--- src/rtl/nbit_fifo2.sv ---
// Two-entry register FIFO with count, full/empty flags and registered head.
// Ports: clk, rst (sync active-low), push/din in, pop in, full/empty/count/dout out.
module nbit_fifo2 #(
  parameter int N = 32
) (
  input  logic         clk,
  input  logic         rst,
  input  logic         push,
  input  logic         pop,
  input  logic [N-1:0] din,
  output logic         full,
  output logic         empty,
  output logic [1:0]   count,
  output logic [N-1:0] dout
);

  localparam int DEPTH = 2;
  localparam int CW    = 2;

  logic [N-1:0]  mem [DEPTH];
  logic          rptr;
  logic          wptr;
  logic [CW-1:0] cnt;
  logic          do_push;
  logic          do_pop;

  assign full    = (cnt == CW'(DEPTH));
  assign empty   = (cnt == '0);
  // pop on an empty FIFO is ignored
  assign do_push = push && !full;
  assign do_pop  = pop && !empty;

  always_ff @(posedge clk) begin
    if (!rst) begin
      for (int i = 0; i < DEPTH; i++) begin
        mem[i] <= '0;
      end
      rptr <= 1'b0;
      wptr <= 1'b0;
      cnt  <= '0;
    end else begin
      if (do_push) begin
        mem[wptr] <= din;
        wptr      <= ~wptr;
      end
      if (do_pop) begin
        rptr <= ~rptr;
      end
      unique case ({do_push, do_pop})
        2'b10:   cnt <= cnt + CW'(1);
        2'b01:   cnt <= cnt - CW'(1);
        default: cnt <= cnt;
      endcase
    end
  end

  assign count = cnt;
  assign dout  = mem[rptr];

endmodule

--- src/rtl/nbit_demux1x2_buf.sv ---
// Buffered 1-to-2 demux: steers each input word to a per-channel 2-entry FIFO.
// Ports: clk, rst (sync active-low), in_* handshake, out0_*/out1_* handshakes, cnt0/cnt1.
module nbit_demux1x2_buf #(
  parameter int N = 32
) (
  input  logic         clk,
  input  logic         rst,
  input  logic         in_valid,
  input  logic [N-1:0] in_data,
  input  logic         in_sel,
  output logic         in_ready,
  output logic         out0_valid,
  output logic [N-1:0] out0_data,
  input  logic         out0_ready,
  output logic         out1_valid,
  output logic [N-1:0] out1_data,
  input  logic         out1_ready,
  output logic [1:0]   cnt0,
  output logic [1:0]   cnt1
);

  logic [1:0]   push;
  logic [1:0]   pop;
  logic [1:0]   full;
  logic [1:0]   empty;
  logic [1:0]   cnt  [2];
  logic [N-1:0] dout [2];

  // only registered counts feed in_ready; a same-cycle pop never frees a slot
  assign in_ready = rst && !full[in_sel];
  assign pop      = {out1_ready, out0_ready};

  for (genvar k = 0; k < 2; k++) begin : g_ch
    assign push[k] = in_valid && in_ready && (in_sel == 1'(k));

    nbit_fifo2 #(.N(N)) u_fifo (
      .clk   (clk),
      .rst   (rst),
      .push  (push[k]),
      .pop   (pop[k]),
      .din   (in_data),
      .full  (full[k]),
      .empty (empty[k]),
      .count (cnt[k]),
      .dout  (dout[k])
    );
  end

  assign out0_valid = !empty[0];
  assign out1_valid = !empty[1];
  assign out0_data  = dout[0];
  assign out1_data  = dout[1];
  assign cnt0       = cnt[0];
  assign cnt1       = cnt[1];

endmodule

--- config.mk ---
export PLATFORM = sky130hd
export DESIGN_NAME = nbit_demux1x2_buf
export DESIGN_NICKNAME = d
export VERILOG_FILES = /design/src/rtl/nbit_fifo2.sv /design/src/rtl/nbit_demux1x2_buf.sv
export SDC_FILE = /design/constraint.sdc
export NUM_CORES = 1
export LEC_CHECK = 0
export BUFFER_PORTS_ARGS = -buffer_cell sky130_fd_sc_hd__buf_2
export CAP_MARGIN = 20
export CELL_PAD_IN_SITES_DETAIL_PLACEMENT = 1
export CELL_PAD_IN_SITES_GLOBAL_PLACEMENT = 1
export CORE_ASPECT_RATIO = 1.5
export CORE_MARGIN = 3
export CORE_UTILIZATION = 30
export CTS_CLUSTER_DIAMETER = 40
export DETAILED_ROUTE_END_ITERATION = 10
export PLACE_DENSITY = 0.59
export SETUP_SLACK_MARGIN = 0.05
export SYNTH_ARGS = -nofsm -noshare
export SYNTH_HDL_FRONTEND = slang
export SYNTH_SLANG_ARGS = --single-unit
export TNS_END_PERCENT = 50
--- constraint.sdc ---
create_clock -name clk -period 5 [get_ports clk]
set_clock_uncertainty 0.05 [all_clocks]
set_input_delay 0.25 -clock clk [delete_from_list [all_inputs] [get_ports clk]]
set_output_delay 0.25 -clock clk [all_outputs]
set_load 0.02 [all_outputs]
* Yosys cells after proc, flatten, opt, wreduce, memory -nomap -nowiden
Memories as Yosys holds them, arrays and structs flattened. A register that Yosys moved wholly into a read port is not among the register bits.
Cells that the tools add are included.
** Storage, ports and cells
- Register bits :: 8
- Memory bits (writable) :: 128
- Input port bits :: 38
- Output and inout port bits :: 71
- Word-level logic and storage cells :: 64
- Memories :: 2
** Operators by class
- $add $sub $neg :: 4
- Magnitude comparators :: 1
- Equal/unequal tests :: 6
- Mux-type cells :: 21
- Bitwise operators :: 5
- Reduce and logical (&&, ||, !) cells :: 19
** Memories
- g_ch[0].u_fifo.mem :: words 2, bits a word 32, rd ports 1, clocked after memory_dff 1, wr ports 2, line nbit_fifo2.sv:20 : logic [N-1:0] mem [DEPTH];
- g_ch[1].u_fifo.mem :: words 2, bits a word 32, rd ports 1, clocked after memory_dff 1, wr ports 2, line nbit_fifo2.sv:20
** Operators with widths (number)
- $mux 32 :: 2
- $reduce_or 32->1 :: 2
- $mux 1 :: 17
- $eq 2x2->1 const B :: 4
- $logic_and 1x1->1 :: 8
- $pmux 2 s2 :: 2
- $logic_not 1->1 :: 5
- $not 1->1 :: 5
- $add 2x1->2 const B :: 2
- $eq 2x1->1 const B :: 2
- $logic_not 2->1 :: 2
- $reduce_bool 2->1 :: 2
- $sub 2x1->2 const B :: 2
- $lt 1x2->1 const B :: 1

* Logic depth before layout (Yosys ltp)
- Depth after elaboration :: 13
- Mapped depth :: 6
- Gate-level depth less buffers :: 6

* Hierarchy
Synthesis repeated with hierarchy kept, for this count alone.
** Second synthesis, totals
- Cell total of the unflattened synthesis :: 475
- Area total of the unflattened synthesis :: 5985.7 µm²
** By module, submodules not included
- nbit_fifo2 :: instances 2, cells each 234, area each 2972.9 µm², sequential area each 2021.9 µm²
- nbit_demux1x2_buf :: instances 1, cells each 7, area each 40.0 µm², sequential area each 0.0 µm²

* Worst setup path after synthesis
OpenSTA, ideal clock, no wires.
- Kind :: register to register
- Start :: register g_ch[1].u_fifo.cnt[0]
- End :: memory g_ch[1].u_fifo.mem[0][0] (enable)
- Library setup time :: 0.466 ns
- Arrival time :: 3.297 ns
- Data required time :: 4.484 ns
- Path slack :: 1.188 ns
- Stages on the path, launching flop included :: 4
- Buffers on the path :: 0
- Period minus slack after synthesis :: 3.812 ns
- Cell sequence :: dfxtp_1 -> nor2b_2 -> or3_1 -> o21ai_0
** RTL lines
- start: declaration :: line nbit_fifo2.sv:23 : logic [CW-1:0] cnt;
- start signal: assignment :: line nbit_fifo2.sv:50 : 2'b10: cnt <= cnt + CW'(1);
- start signal: assignment :: line nbit_fifo2.sv:51 : 2'b01: cnt <= cnt - CW'(1);
- start signal: assignment :: line nbit_fifo2.sv:52 : default: cnt <= cnt;
- end: declaration :: line nbit_fifo2.sv:20

==> results.txt <==
* Number of storage elements in the synthesis netlist: 138
* Pwr dens: 418 mW/mm2
- Drt wl/cell: 17.7 um
- The die covers 0.0219 mm2.
* P&R area growth vs syn: 23.9%
* Share of synthesized area occupied by flip-flops and latches: 0.668
- Peak clock frequency supported by timing: 441 MHz
- No sink is reached through more buffers than the 2 on the longest clock path.
- Post-cts resize count: 0
- Number of warnings printed during yosys synthesis: 0
- Total half-perimeter wirelength after legalization and detailed placement: 9210 um
- Registers take 0.00405 mm2.
- Clock tree from TritonCTS: yes
- Across all hold checks on the routed design, the worst slack comes to 0.108 ns.
* Category of the worst setup path capture point: output port
- The routed layout has 3459 vias.
* Die width: 122 um
- For this run, the number of standard cells in the final layout without fillers is 785.
- Core Box Area: 0.0198 mm2
- Averaged over all synthesized cells, the footprint is 15.1 um2.
- The endpoint identified for the worst register-to-register timing path is g_ch[1].u_fifo.mem[1][10].
- Max-cap check violation count: 0
- Setup violations remaining at the end of the flow were counted as 0.
- The path class of the tightest hold or removal check is in -> reg.
* Final number of hold-violating endpoints: 0
- Setup repair after global routing left no endpoint under its margin.
- Clock tree synthesis inserted a total of 17 buffers.
- The via count of the first global-routing pass came to 3836.
- Worst setup path category: reg -> out
- Share of synthesized flip-flops with an asynchronous set or reset: 0
* Number of antenna-violating nets in the routed design: 0
- Clock root buffer: sky130_fd_sc_hd__clkbuf_16
* Status: completed
- In the final timing run, aggregate negative setup slack is 0 ns.
- Overflow after GRT: 0
* Boundary Pins: 109
- The H-tree was split into 4 levels.
* Peak supply drop: 0.228 mV
* Pin count of the biggest net entering global routing: 34
* Setup slack of the most critical reg-to-reg path: 2.79 ns
- Crit path capture: out0_data[31]
* Net count of the mapped netlist: 440
- R2r startpoint: g_ch[1].u_fifo.count[0]
- Gpl congestion: 0.689
- Residual DRC: 0
- The repair_antennas step left the layout with diodes totalling 0.
- Dividing the detail-routed via count by the number of cells gives 4.41.
* NumNets Final: 552
- Total leakage power: 2.97 nW
- Filler cell count: 2051
- Clock input transition at the sequential cells of the worst setup and hold paths: 0.06 ns
* Sink count of the clock tree: 138
- At the later pin of the worst-skew pair, clock insertion delay measures 0.41 ns.
- Crit-path max FO: 32
- Die extent in y: 180 um
- For this configuration, the core starts out at a cell density of 0.306.
- The initial antenna violation count was 0.
* Number of setup buffers added after CTS: 0
- In this run the tightest slew margin relative to its limit is 0.398.
* Transition at the pin with the smallest max-transition slack: 0.902 ns
- Netlist Area Pre-Place: 0.00605 mm2
* Cells on worst reg2reg path: 3
- The first global-routing pass estimated 21500 um of wire.
* DR iter-0 viols: 158
- Data on the critical path is required at its endpoint by 4.70 ns.
* Cell count after placement: 750
- Port buffering added 108 buffers.
- For this design, the CTS-stage hold fixing added 0 buffers.
- The routed design has 13900 um of wire.
* First-pass iteration count of the detailed router: 6
- Fraction of final layout cells sized beyond drive strength 1: 0.413
- Element type at the critical path start: flop
- Count of pins over their slew limit: 0
* Number of placement rows: 63
* Multi-input combinational cell area: 0.00190 mm2
- Yosys mapped a number of flops with a built-in enable equal to 128.
- Final Cycle Share: 0.453
- Arrival time of data at the critical path endpoint: 1.97 ns
- Minimum clock period: 2.27 ns
* Top FF cell, synth: sky130_fd_sc_hd__edfxtp_1
- Overall track demand over capacity in global routing: 0.131
* Number of standard cells after synthesis: 400
* Number of distinct library cells after synthesis: 28
==> metrics by stage <==
stage / utilization / setup WS, ns / total power [mW] / area [um2]
2_1_floorplan: - / 1.19 / 1.72 / 6050
3_3_place_gp: 0.346 / 2.21 / 1.89 / 6840
3_5_place_dp: 0.346 / 2.08 / 1.90 / 6840
4_1_cts: 0.376 / 2.18 / 3.18 / 7440
5_1_grt: 0.379 / 2.60 / 3.26 / 7500
6_report: 0.379 / 2.73 / 3.14 / 7500
==> final cells by class <==
class	instances	share of cell area
Inverter	1	0.000501
Sequential cell	138	0.540
Multi-Input combinational cell	240	0.254
Clock buffer	18	0.0572
Clock inverter	14	0.0225
Timing Repair Buffer	114	0.0831
Tap cell	260	0.0434
==> critical path: stages (launching register included) <==
cell	delay [ns]
sky130_fd_sc_hd__dfxtp_2	0.92
sky130_fd_sc_hd__mux2_2	0.45
sky130_fd_sc_hd__buf_2	0.17
==> cell usage after synthesis (4+ instances only) <==
library cell               instances  area (um2)
sky130_fd_sc_hd__edfxtp_1        128        3840
sky130_fd_sc_hd__mux2_1            6        67.6
sky130_fd_sc_hd__or3_1             6        37.5
sky130_fd_sc_hd__o21ai_0           6        30.0
sky130_fd_sc_hd__and2_1          128         801
sky130_fd_sc_hd__buf_2             9        45.0
sky130_fd_sc_hd__nor2_1            6        22.5
sky130_fd_sc_hd__mux2_2           58         653
sky130_fd_sc_hd__a21oi_1           4        20.0
sky130_fd_sc_hd__xnor2_1           4        35.0
sky130_fd_sc_hd__buf_6             6        67.6
sky130_fd_sc_hd__dfxtp_1          10         200
==> cells in the final DEF, fill, tap and decap left out, types with 3 or more instances in the layout <==
cell	netlist	layout
sky130_fd_sc_hd__clkbuf_16	0	18
sky130_fd_sc_hd__clkinvlp_4	0	4
sky130_fd_sc_hd__xnor2_1	4	4
sky130_fd_sc_hd__edfxtp_1	128	128
sky130_fd_sc_hd__or3_1	6	6
sky130_fd_sc_hd__inv_6	0	3
sky130_fd_sc_hd__mux2_1	6	6
sky130_fd_sc_hd__buf_4	0	3
sky130_fd_sc_hd__nor2_1	6	6
sky130_fd_sc_hd__bufinv_16	0	3
sky130_fd_sc_hd__o21ai_0	6	4
sky130_fd_sc_hd__and2_1	128	128
sky130_fd_sc_hd__mux2_2	58	58
sky130_fd_sc_hd__buf_2	9	108
sky130_fd_sc_hd__nand2_1	3	3
sky130_fd_sc_hd__a21oi_1	4	4
sky130_fd_sc_hd__dfxtp_1	10	8
==> routing by layer <==
layer | share of wire | global-route usage | vias up | routed length, um
met5 | 0 | 0 | - | 0
met4 | 0.011 | 0.0404 | 0 | 155
met3 | 0.035 | 0.0296 | 11 | 488
met2 | 0.57 | 0.245 | 72 | 7870
met1 | 0.39 | 0.144 | 1734 | 5410
li1 | - | - | 1642 | -
==> worst min-delay path by stage <==
| stage | start | end | slack, ns | depth (start not counted) |
|---|---|---|---|---|
| final | in_data[2] | g_ch[1].u_fifo.mem[0][2] | 0.11 | 2 |
| after global routing | in_data[2] | g_ch[1].u_fifo.mem[0][2] | 0.11 | 2 |
| after CTS | in_data[2] | g_ch[1].u_fifo.mem[0][2] | 0.09 | 2 |
| after detailed placement | g_ch[0].u_fifo.rptr | flop | 0.46 | 2 |
| after global placement | g_ch[0].u_fifo.rptr | flop | 0.45 | 2 |
| after floorplan | in_data[0] | g_ch[0].u_fifo.mem[0][0] | 0.40 | 1 |
==> where the power goes <==
group	switching, mW	leakage, nW	internal [mW]	total (mW)
logic	0.266	1.28	0.193	0.459
registers	0.0693	1.41	1.34	1.41
clock network	0.485	0.281	0.786	1.27
total	0.821	2.97	2.31	3.14
==> kinds of logic after synthesis <==
logic type | Yosys count | share of synthesized area
buffers and inverters | 22 | 0.0236
adders and majority gates | 2 | 0.00414
muxes | 64 | 0.119
xor gates and xnor gates | 6 | 0.00869
AOI/OAI and AO/OA | 13 | 0.0120
DFF | 138 | 0.668
and+or+nand+nor | 155 | 0.164
==> sequential cells by signal, indices dropped and copies added, names as in the netlist, named ones only <==
signal             flops
g_ch.u_fifo.mem      128
g_ch.u_fifo.rptr       2
g_ch.u_fifo.wptr       2
g_ch.u_fifo.count      4
Note: power is estimated with default switching activity, not from simulation.
